--- src/rtl/shifter_operand_decoder.sv ---
`timescale 1ns/1ps
// Decode-phase front end for the barrel shifter: turns a data-processing instruction into a canonical
// operand bundle, reading Rs/Rm over one synchronous port. Optional undef check: SHIFTER_OPERAND_UNDEF_CHECK_EN.
module shifter_operand_decoder #(
    parameter int REG_ADDR_W = 4
) (
    input  logic                  clk,
    input  logic                  rst,
    input  logic                  in_valid,
    output logic                  in_ready,
    input  logic [31:0]           in_instr,
    input  logic                  in_carry_flag,
    output logic                  rf_rd_en,
    output logic [REG_ADDR_W-1:0] rf_rd_addr,
    input  logic [31:0]           rf_rd_data,
    output logic                  out_valid,
    input  logic                  out_ready,
    output logic [31:0]           out_data,
    output logic [7:0]            out_shift_value,
    output logic [2:0]            out_op_select,
    output logic                  out_carry,
    output logic                  out_undef,
    output logic [2:0]            dbg_state
);

    // Handshakes: a transfer happens on a rising edge where valid and ready are both high;
    // out_* are held stable while out_valid is high and out_ready is low.

    typedef enum logic [2:0] {
        ST_IDLE   = 3'd0,
        ST_RS_REQ = 3'd1,
        ST_RM_REQ = 3'd2,
        ST_RM_CAP = 3'd3,
        ST_OUT    = 3'd4
    } state_t;

    localparam logic [2:0] OP_LSL = 3'b000;
    localparam logic [2:0] OP_LSR = 3'b001;
    localparam logic [2:0] OP_ASR = 3'b010;
    localparam logic [2:0] OP_ROR = 3'b011;
    localparam logic [2:0] OP_RRX = 3'b100;

    state_t      state_q, state_d;
    logic [3:0]  rs_q, rs_d;
    logic [3:0]  rm_q, rm_d;
    logic        reg_shift_q, reg_shift_d;
    logic [31:0] out_data_q, out_data_d;
    logic [7:0]  out_shift_value_q, out_shift_value_d;
    logic [2:0]  out_op_select_q, out_op_select_d;
    logic        out_carry_q, out_carry_d;
    logic        out_undef_q, out_undef_d;

    logic        accept;
    logic        is_imm;
    logic        is_undef;
    logic        is_reg;
    logic [4:0]  shift_imm;
    logic [1:0]  shift_type;
    logic [7:0]  s_amount;
    logic [2:0]  s_op;
    logic        unused_instr_bits;

    assign unused_instr_bits = ^{in_instr[31:26], in_instr[24:12]};

    assign accept     = in_valid && in_ready;
    assign is_imm     = in_instr[25];
    assign shift_imm  = in_instr[11:7];
    assign shift_type = in_instr[6:5];

`ifdef SHIFTER_OPERAND_UNDEF_CHECK_EN
    assign is_undef = !in_instr[25] && in_instr[4] && in_instr[7];
`else
    assign is_undef = 1'b0;
`endif

    assign is_reg = !in_instr[25] && in_instr[4] && !is_undef;

    // Immediate-shift canonicalisation: #0 means 32 for LSR/ASR and RRX for ROR.
    always_comb begin
        s_amount = {3'b000, shift_imm};
        s_op     = OP_LSL;
        case (shift_type)
            2'b00: s_op = OP_LSL;
            2'b01: begin
                s_op = OP_LSR;
                if (shift_imm == 5'd0) s_amount = 8'd32;
            end
            2'b10: begin
                s_op = OP_ASR;
                if (shift_imm == 5'd0) s_amount = 8'd32;
            end
            default: begin
                if (shift_imm == 5'd0) begin
                    s_op     = OP_RRX;
                    s_amount = 8'd1;
                end else begin
                    s_op = OP_ROR;
                end
            end
        endcase
    end

    always_ff @(posedge clk) begin
        if (rst) state_q <= ST_IDLE;
        else     state_q <= state_d;
    end

    always_comb begin
        state_d = state_q;
        case (state_q)
            ST_IDLE: begin
                if (accept) begin
                    if (is_imm || is_undef) state_d = ST_OUT;
                    else if (is_reg)        state_d = ST_RS_REQ;
                    else                    state_d = ST_RM_REQ;
                end
            end
            ST_RS_REQ: state_d = ST_RM_REQ;
            ST_RM_REQ: state_d = ST_RM_CAP;
            ST_RM_CAP: state_d = ST_OUT;
            ST_OUT:    if (out_ready) state_d = ST_IDLE;
            default:   state_d = ST_IDLE;
        endcase
    end

    always_comb begin
        in_ready   = (state_q == ST_IDLE) && !rst;
        out_valid  = (state_q == ST_OUT);
        rf_rd_en   = 1'b0;
        rf_rd_addr = '0;
        if (!rst) begin
            if (state_q == ST_RS_REQ) begin
                rf_rd_en   = 1'b1;
                rf_rd_addr = REG_ADDR_W'(rs_q);
            end else if (state_q == ST_RM_REQ) begin
                rf_rd_en   = 1'b1;
                rf_rd_addr = REG_ADDR_W'(rm_q);
            end
        end
    end

    always_comb begin
        rs_d              = rs_q;
        rm_d              = rm_q;
        reg_shift_d       = reg_shift_q;
        out_data_d        = out_data_q;
        out_shift_value_d = out_shift_value_q;
        out_op_select_d   = out_op_select_q;
        out_carry_d       = out_carry_q;
        out_undef_d       = out_undef_q;
        case (state_q)
            ST_IDLE: begin
                if (accept) begin
                    rs_d        = in_instr[11:8];
                    rm_d        = in_instr[3:0];
                    reg_shift_d = is_reg;
                    out_carry_d = in_carry_flag;
                    out_undef_d = is_undef;
                    out_data_d  = 32'd0;
                    if (is_imm) begin
                        out_data_d        = {24'd0, in_instr[7:0]};
                        out_shift_value_d = {3'b000, in_instr[11:8], 1'b0};
                        out_op_select_d   = OP_ROR;
                    end else if (is_undef) begin
                        out_shift_value_d = 8'd0;
                        out_op_select_d   = OP_LSL;
                    end else if (is_reg) begin
                        out_shift_value_d = 8'd0;
                        out_op_select_d   = {1'b0, shift_type};
                    end else begin
                        out_shift_value_d = s_amount;
                        out_op_select_d   = s_op;
                    end
                end
            end
            // Rs data returns while Rm is being requested.
            ST_RM_REQ: if (reg_shift_q) out_shift_value_d = rf_rd_data[7:0];
            ST_RM_CAP: out_data_d = rf_rd_data;
            default: ;
        endcase
    end

    always_ff @(posedge clk) begin
        if (rst) begin
            rs_q              <= 4'd0;
            rm_q              <= 4'd0;
            reg_shift_q       <= 1'b0;
            out_data_q        <= 32'd0;
            out_shift_value_q <= 8'd0;
            out_op_select_q   <= OP_LSL;
            out_carry_q       <= 1'b0;
            out_undef_q       <= 1'b0;
        end else begin
            rs_q              <= rs_d;
            rm_q              <= rm_d;
            reg_shift_q       <= reg_shift_d;
            out_data_q        <= out_data_d;
            out_shift_value_q <= out_shift_value_d;
            out_op_select_q   <= out_op_select_d;
            out_carry_q       <= out_carry_d;
            out_undef_q       <= out_undef_d;
        end
    end

    assign out_data        = out_data_q;
    assign out_shift_value = out_shift_value_q;
    assign out_op_select   = out_op_select_q;
    assign out_carry       = out_carry_q;
    assign out_undef       = out_undef_q;
    assign dbg_state       = state_q;

endmodule

--- config.mk ---
export PLATFORM = sky130hd
export DESIGN_NAME = shifter_operand_decoder
export DESIGN_NICKNAME = d
export VERILOG_FILES = /design/src/rtl/shifter_operand_decoder.sv
export SDC_FILE = /design/constraint.sdc
export NUM_CORES = 1
export LEC_CHECK = 0
export ABC_AREA = 1
export ABC_CLOCK_PERIOD_IN_PS = 1850
export CAP_MARGIN = 20
export CORE_AREA = 2 2 82 84
export DETAILED_ROUTE_END_ITERATION = 16
export DIE_AREA = 0 0 84 86
export HOLD_SLACK_MARGIN = 0.03
export PLACE_DENSITY = 0.79
export SLEW_MARGIN = 30
export SYNTH_ARGS = -nofsm -noshare
export SYNTH_HDL_FRONTEND = slang
export SYNTH_SLANG_ARGS = --single-unit
--- constraint.sdc ---
create_clock -name clk -period 1.85 [get_ports clk]
set_clock_uncertainty 0.2 [all_clocks]
set_input_delay 0.37 -clock clk [delete_from_list [all_inputs] [get_ports clk]]
set_output_delay 0.37 -clock clk [all_outputs]
set_load 0.1 [all_outputs]
**Word level (Yosys, flattened, before mapping)**

Cells that the tools add are included.
W data, S select, Z words.

- Bits in registers: 56
- Input port bits: 69
- Logic and storage cells: 58

- Equal/unequal tests: 9
- Multiplexer cells: 26
- Reductions and logical operators: 15

Operator list:

| operator | number |
|---|---|
| $pmux W32 S2 | 1 |
| $mux W8 | 5 |
| $mux W32 | 1 |
| $pmux W8 S2 | 2 |
| $mux W3 | 6 |
| $pmux W3 S5 | 1 |
| $mux W4 | 3 |
| $pmux W3 S3 | 1 |
| $eq A3 B2 Y1 const B | 2 |
| $mux W6 | 1 |
| $reduce_and A2 Y1 | 3 |
| $logic_not A5 Y1 | 1 |
| $mux W5 | 1 |
| $ne A2 B2 Y1 const B | 2 |
| $reduce_bool A2 Y1 | 2 |
| $eq A3 B1 Y1 const B | 1 |
| $eq A3 B3 Y1 const B | 1 |
| $logic_and A1 B1 Y1 | 3 |
| $logic_not A3 Y1 | 1 |
| $mux W1 | 3 |
| $reduce_and A3 Y1 | 1 |
| $eq A2 B1 Y1 const B | 1 |
| $eq A2 B2 Y1 const B | 1 |
| $logic_not A1 Y1 | 2 |
| other kinds (4) | 4 |

**Depth between registers and ports, before layout**

Gate-level depths: netlist of run 1.

- Word-level depth: 7
- Depth in mapped cells: 9
- Gate-level depth less buffers: 8

**Worst setup path before layout of run 1**

Ideal clock, no wire load.

- Path type: reg-to-reg
- From: register state_q[2] (netlist: dbg_state[2])
- To: register state_q[0] (netlist: dbg_state[0])
- Setup time: 0.131 ns
- Arrival: 3.730 ns
- Setup slack: -2.212 ns
- Stages on the path, launching flop included: 6
- Clock period less this slack: 4.062 ns
- Cell sequence: dfxtp_1 -> inv_1 -> nor3_1 -> nand2_1 -> nand2_1 -> nor3_1

- Elaborated cells on any way between the ends: 11

RTL lines:

| element | RTL line | RTL |
|---|---|---|
| start: declaration | 43 | `state_t state_q, state_d;` |
| start signal: assignment | 105 | `else state_q <= state_d;` |
| $eq A3 B3 Y1 * | -- |  |
| via out_valid | 16 | `output logic out_valid,` |
| $ne A2 B1 Y1 (no line) | -- |  |
| $reduce_and A2 Y1 (no line) | -- |  |

Mark *: on every way through the listed nets, which the timed path passes. The rest lies on a longest branch.
A chain may end at the register's enable or synchronous reset.

**Worst setup path in the final report of run 1**

- From: register state_q[1] (netlist: dbg_state[1])
- To: output rf_rd_en

- Word-level cells in the longest chain between the ends: 4
- Elaborated cells on any way between the ends: 5

RTL lines:

| element | RTL line | RTL |
|---|---|---|
| $eq A3 B2 Y1 | 135 | `end else if (state_q == ST_RM_REQ) begin` |
| $mux W1 | 135 |  |
| $mux W1 * | 132 | `if (state_q == ST_RS_REQ) begin` |
| $mux W1 * | 131 | `if (!rst) begin` |
| end: declaration | 13 | `output logic rf_rd_en,` |

Mark *: on every way between the ends. The rest lies on a longest branch, timed or not.

==> impl_metrics.yaml, run 1 <==
route:
  avgRoutedWirePerCell_um: 14.5
  route.met2.wl_um: 4300
  drtIter0Drc: 173
  met1Wirelength_um: 3090
  drc_errors: 0
  routed_wl_um: 8020
  drtPass1Iterations: 4
  ant_nets: 0
  vias: 2836
  wl_met3_um: 457
  vias_per_cell: 5.11
  maxUsedRoutingLayer: "met4"
cells_and_area:
  fin_nets: 550
  finalNonFillerCells: 555
  fillers: 447
  drive_above_1_share_pct: 27.0
  utilization_pct: 73.0
  antenna_cells: 0
  syn2layout_area_growth_pct: 84.1
global_route:
  grt_max_degree: 37
  first_global_vias: 2752
  grt.total_usage_pct: 21.7
  antenna_found_initial: 0
  overflow: 0
  grt_pass1_wl_um: 12800
logic_synthesis:
  synth_compound_area_share_pct: 13.1
  syn_inst: 349
  synth_top_family_by_area: "simple AND/OR/NAND/NOR gates"
  synth_common_cells: "nand2_1, dfxtp_1, a21oi_1"
  synth-simple-area-share_pct: 32.1
  synth_warnings: 0
  synth_top_area_share_pct: 45.1
  yosysMostFrequentCell: "nand2_1"
  synth_cell_types: 27
  ys_seq_area_share_pct: 45.1
  yosys.area_share.xor_xnor_pct: 0
  synthTopCellsByArea: "dfxtp_1, nand2_1, a21oi_1, nand3_1, nor2_1"
  muxShareOfSynthArea_pct: 0
  synth_area_um2: 2490
  synth_fa_ha_area_share_pct: 2.01
  async_flop_share_pct: 0
  yosysTopAreaCell: "dfxtp_1"
  synth_seq_cells: 56
  synth_area_per_cell_um2: 7.13
  synth_edf_count: 0
  syn_nets: 422
  synth_ff_type: "dfxtp_1"
critical_path:
  cp.required_ps: 1280
  rrSetupSlack_ps: 150
  critPathCaptureType: "output pin"
  path_class: "flip-flop to output pin"
  worstPathMaxFanout: 6
  cp.arrival_ps: 1370
  startpoint_type: "flip-flop"
clock_tree:
  htree_levels: 2
  insertion_delay_ps: 310
  clkSlewWorstSetupHoldPaths_ps: 110
  cts_tree: "yes"
  clockBufferDepth: 2
  cts_num_sinks: 56
  ctsHoldBuffers: 0
  cts.root.buffer_cell: "clkbuf_8"
  cts_buffers: 5
sta:
  setup_slack_ps: -91.9
  min_period_ps: 1940
  finalHoldViolCount: 0
  finalSetupViolCount: 6
  grt_setup_unrepaired: "true"
  fin_crit_sh_pct: 105
  slew_viol_final: 0
  fmax_mhz: 515
die:
  row_count: 29
  ios: 124
  core_um2: 6280
  start_util_pct: 39.6
  die_area_um2: 7220
  fp.dieW_um: 84
  die_y_um: 86
outcome:
  outcome: "complete, but fails checks"
  violations: "setup timing"
placement:
  dp_slack_ps: -356
  place_hpwl_um: 5950
  placedCellCount: 536
  routabilityCongestion: 0.908
  portBuffers: 103
pwr:
  powerDensity_nw_per_um2: 624
  leakagePower_uw: 0.00184
  ir_drop_v: 0.000445
worst_hold_path:
  hold_path.class: "flip-flop to flip-flop"
job:
  maxCapViolations: 0
routing by layer:
| metal | global-route usage [%] | up-vias |
|---|---|---|
| met4 | 7.77 | 0 |
| met3 | 4.23 | 18 |
| met5 | 0 | - |
| li1 | - | 1386 |
| met2 | 38.7 | 113 |
| met1 | 26.2 | 1319 |
cell usage in the layout, fill, tap and decap left out, types with 3 or more instances in the layout:
master,n
o21ai_0,12
ha_1,3
clkbuf_8,5
clkinv_2,3
buf_4,34
nor2_1,22
dfxtp_4,3
inv_4,3
o21ai_1,3
clkdlybuf4s50_1,48
a21oi_1,40
buf_6,3
buf_12,55
o22ai_4,4
nand2_4,3
nand3_1,29
nand2_2,3
inv_1,10
dfxtp_1,53
nand2_1,121
kinds of logic after synthesis:
family,count (synthesis)
adders and majority gates,4
DFF,56
AOI/OAI and AO/OA,63
other,1
and+or+nand+nor,189
buffers and inverters,36
state kept, by name, summed over array words and instances, names as in the netlist:
register         cells
out_carry            1
rm_q                 4
dbg_state            3
out_shift_value      8
rs_q                 4
reg_shift_q          1
out_data            32
out_op_select        3
final timing paths:
kind	from	end	cells past startpoint
worst min-delay path	reg_shift_q$_SDFFE_PP0P_	reg_shift_q$_SDFFE_PP0P_	2
worst max-delay path	dbg_state[1]$_SDFFE_PP0P_	rf_rd_en	4
worst min register to register	reg_shift_q$_SDFFE_PP0P_	reg_shift_q$_SDFFE_PP0P_	2
worst max register to register	dbg_state[2]$_SDFFE_PP0P_	out_shift_value[2]$_SDFFE_PP0P_	8
power breakdown:
group          leakage (µW)  switching [µW]  internal, µW  total, µW
logic               0.00133             517           358        875
clock network     0.0000489             422           271        693
registers          0.000457            40.8          1250       1290
total               0.00184             980          1880       2860
critical path: stages, from the launching register on:
cell     delay [ps]
dfxtp_4         390
inv_2            80
nand3_4         180
a21oi_4         220
buf_12          190
metrics by stage:
stage | TNS [ps] | area, µm² | power (µW) | hold WS [ps]
3_5_place_dp | -9990 | 4360 | 2150 | 263
6_report | -406 | 4580 | 2860 | 279
4_1_cts | -463 | 4530 | 2860 | 279
3_3_place_gp | -8350 | 4360 | 2130 | 253
5_1_grt | -858 | 4580 | 2980 | 303
2_1_floorplan | -1960 | 2610 | 1780 | 243
layout make-up:
| type | count | area, µm² | area share (%) |
|---|---|---|---|
| Tap cell | 77 | 96.3 | 2.10 |
| Clock buffer | 5 | 68.8 | 1.50 |
| Timing Repair Buffer | 141 | 1880 | 41.0 |
| Sequential cell | 56 | 1130 | 24.7 |
| Clock inverter | 3 | 20.0 | 0.437 |
| Inverter | 16 | 67.6 | 1.48 |
| Multi-Input combinational cell | 257 | 1320 | 28.7 |
repair_timing:
item                                    in CTS  in global routing
endpoints found under the setup margin       7                 16
pin swaps                                    9                  5
cloned                                       0                  0
gates resized for setup                     11                  4
buffers inserted                             7                  4
Note: power is estimated with default switching activity, not from simulation.
==> run 2: changes to the inputs <==
ABC_CLOCK_PERIOD_IN_PS = 1900   (was 1850)
clock period = 1.9 ns   (was 1.85 ns; I/O delays follow)
==> run 2 against run 1 <==
  * The flow still finishes with violations (setup timing)
  * Core utilization rose by 0.88 points
  * Sequential share of layout area decreased by 0.29 points
  * Via count down 1.1%
  * Combinational power shrank 1%
  * Clock power grew 12%
  * First-iteration DRC count fell by 17%
  * Non-clock buffer count is 2 higher
  * Power up 1.4%
  * Setup slack improved by 6.0 ps
  * Critical endpoint is now rf_rd_addr[3]
  * Highest routed layer unchanged
==> impl_metrics.yaml, run 2 (synthesized netlist as in run 1, its figures left out) <==
outcome:
  outcome: "complete, but fails checks"
  violations: "setup timing"
global_route:
  grt_pass1_wl_um: 12800
  first_global_vias: 2674
  grt.total_usage_pct: 21.9
  grt_max_degree: 36
  overflow: 0
  antenna_found_initial: 0
cells_and_area:
  drive_above_1_share_pct: 27.7
  antenna_cells: 0
  final_common_cell: "nand2_1"
  fin_nets: 552
  syn2layout_area_growth_pct: 86.3
  largest_reg_flops: 32
  finalNonFillerCells: 557
  final_area_um2: 4630
  final_cell_mix: "nand2_1, buf_12, dfxtp_1"
critical_path:
  startpoint: "dbg_state[0]$_SDFFE_PP0P_"
  path_class: "flip-flop to output pin"
  worstPathMaxFanout: 6
  cp.arrival_ps: 1410
  startpoint_type: "flip-flop"
  cp.required_ps: 1320
  critPathCaptureType: "output pin"
  rr_startpoint: "dbg_state[0]$_SDFFE_PP0P_"
  r2r-end: "rm_q[0]$_SDFFE_PP0P_"
  crit_end: "rf_rd_addr[3]"
  r2r_cells: 8
  rrSetupSlack_ps: 90
clock_tree:
  cts_num_sinks: 56
  cts_tree: "yes"
  cts.root.buffer_cell: "clkbuf_8"
  clockBufferDepth: 2
  clkSlewWorstSetupHoldPaths_ps: 110
  cts_buffers: 5
  htree_levels: 2
  insertion_delay_ps: 320
  ctsHoldBuffers: 0
route:
  avgRoutedWirePerCell_um: 14.2
  routed_wl_um: 7910
  drtIter0Drc: 144
  vias_per_cell: 5.03
  drc_errors: 0
  vias: 2804
  ant_nets: 0
  drtPass1Iterations: 4
sta:
  min_period_ps: 1990
  setup-tns-final_ps: -448
  slew_viol_final: 0
  fmax_mhz: 504
  setup_slack_ps: -85.9
  finalSetupViolCount: 6
  grt_setup_unrepaired: "true"
  finalHoldViolCount: 0
  fin_crit_sh_pct: 105
job:
  maxCapViolations: 0
die:
  start_util_pct: 39.6
  row_count: 29
  fp.dieW_um: 84
  ios: 124
  die_area_um2: 7220
  die_y_um: 86
  core_um2: 6280
placement:
  routabilityCongestion: 0.918
  portBuffers: 103
  placedCellCount: 535
  place_hpwl_um: 5850
  dpl_cell_area_um2: 4370
pwr:
  ir_drop_v: 0.000414
  leakagePower_uw: 0.00187
  powerDensity_nw_per_um2: 626
worst_hold_path:
  hold_path.class: "flip-flop to flip-flop"
[run 2: cell count changes in the layout (fill, tap and decap cells not counted)]
cell       before  now
nand2_2         3    5
buf_4          34   37
clkinv_2        3    0
inv_6           1    2
clkbuf_16       0    1
buf_12         55   56
inv_8           0    1
buf_6           3    1
nand2_1       121  119
[run 2: through the flow]
step | worst slack, ps | total power, µW | hold WS, ps | utilization, %
2_1_floorplan | -187 | 1740 | 243 | -
3_3_place_gp | -243 | 2080 | 253 | 69.5
3_5_place_dp | -292 | 2090 | 265 | 69.5
4_1_cts | -93.0 | 2900 | 282 | 73.0
5_1_grt | -143 | 3040 | 317 | 73.8
6_report | -85.9 | 2900 | 286 | 73.8
[run 2: critical path, stage by stage (launching register included)]
cell and delay (ps):
dfxtp_4 380, nor2_4 170, nand2_4 140, o22ai_4 190, buf_12 200
[run 2: final cells by class]
class                      count  area [µm²]
clock buffer                   6        93.8
clock inverter                 2        20.0
fill                         441        1640
inverter                      16        72.6
multi-input combinational    257        1320
sequential                    56        1130
tap                           77        96.3
timing repair buffer         143        1900
[run 2: repair_timing]
action	4_1_cts	5_1_grt
resized for setup	11	6
setup buffers	10	4
pin swaps	8	11
endpoints found under the setup margin	6	16
cloned	0	0
[run 2: report_power, final]
part	total (µW)	leakage (µW)	switching [µW]	internal (µW)
Sequential	1260	0.000457	40.3	1220
Clock	776	0.0000589	422	355
Combinational	865	0.00135	505	360
[run 2: worst min-delay path by stage]
stage | startpoint | end | slack [ps] | cells after the start
final | reg_shift_q$_SDFFE_PP0P_ | reg_shift_q$_SDFFE_PP0P_ | 290 | 2
after global placement | reg_shift_q$_SDFFE_PP0P_ | reg_shift_q$_SDFFE_PP0P_ | 250 | 2
after detailed placement | reg_shift_q$_SDFFE_PP0P_ | reg_shift_q$_SDFFE_PP0P_ | 270 | 2
after CTS | reg_shift_q$_SDFFE_PP0P_ | reg_shift_q$_SDFFE_PP0P_ | 280 | 2
after global routing | reg_shift_q$_SDFFE_PP0P_ | reg_shift_q$_SDFFE_PP0P_ | 320 | 2
after floorplan | reg_shift_q$_SDFFE_PP0P_ | reg_shift_q$_SDFFE_PP0P_ | 240 | 2
[run 2: layer usage]
layer	wire length (µm)	track usage (%)	vias to the layer above
met5	0	0	-
met4	240	9.97	0
met3	424	4.14	21
met2	4120	38.4	109
met1	3120	26.1	1279
li1	-	-	1395
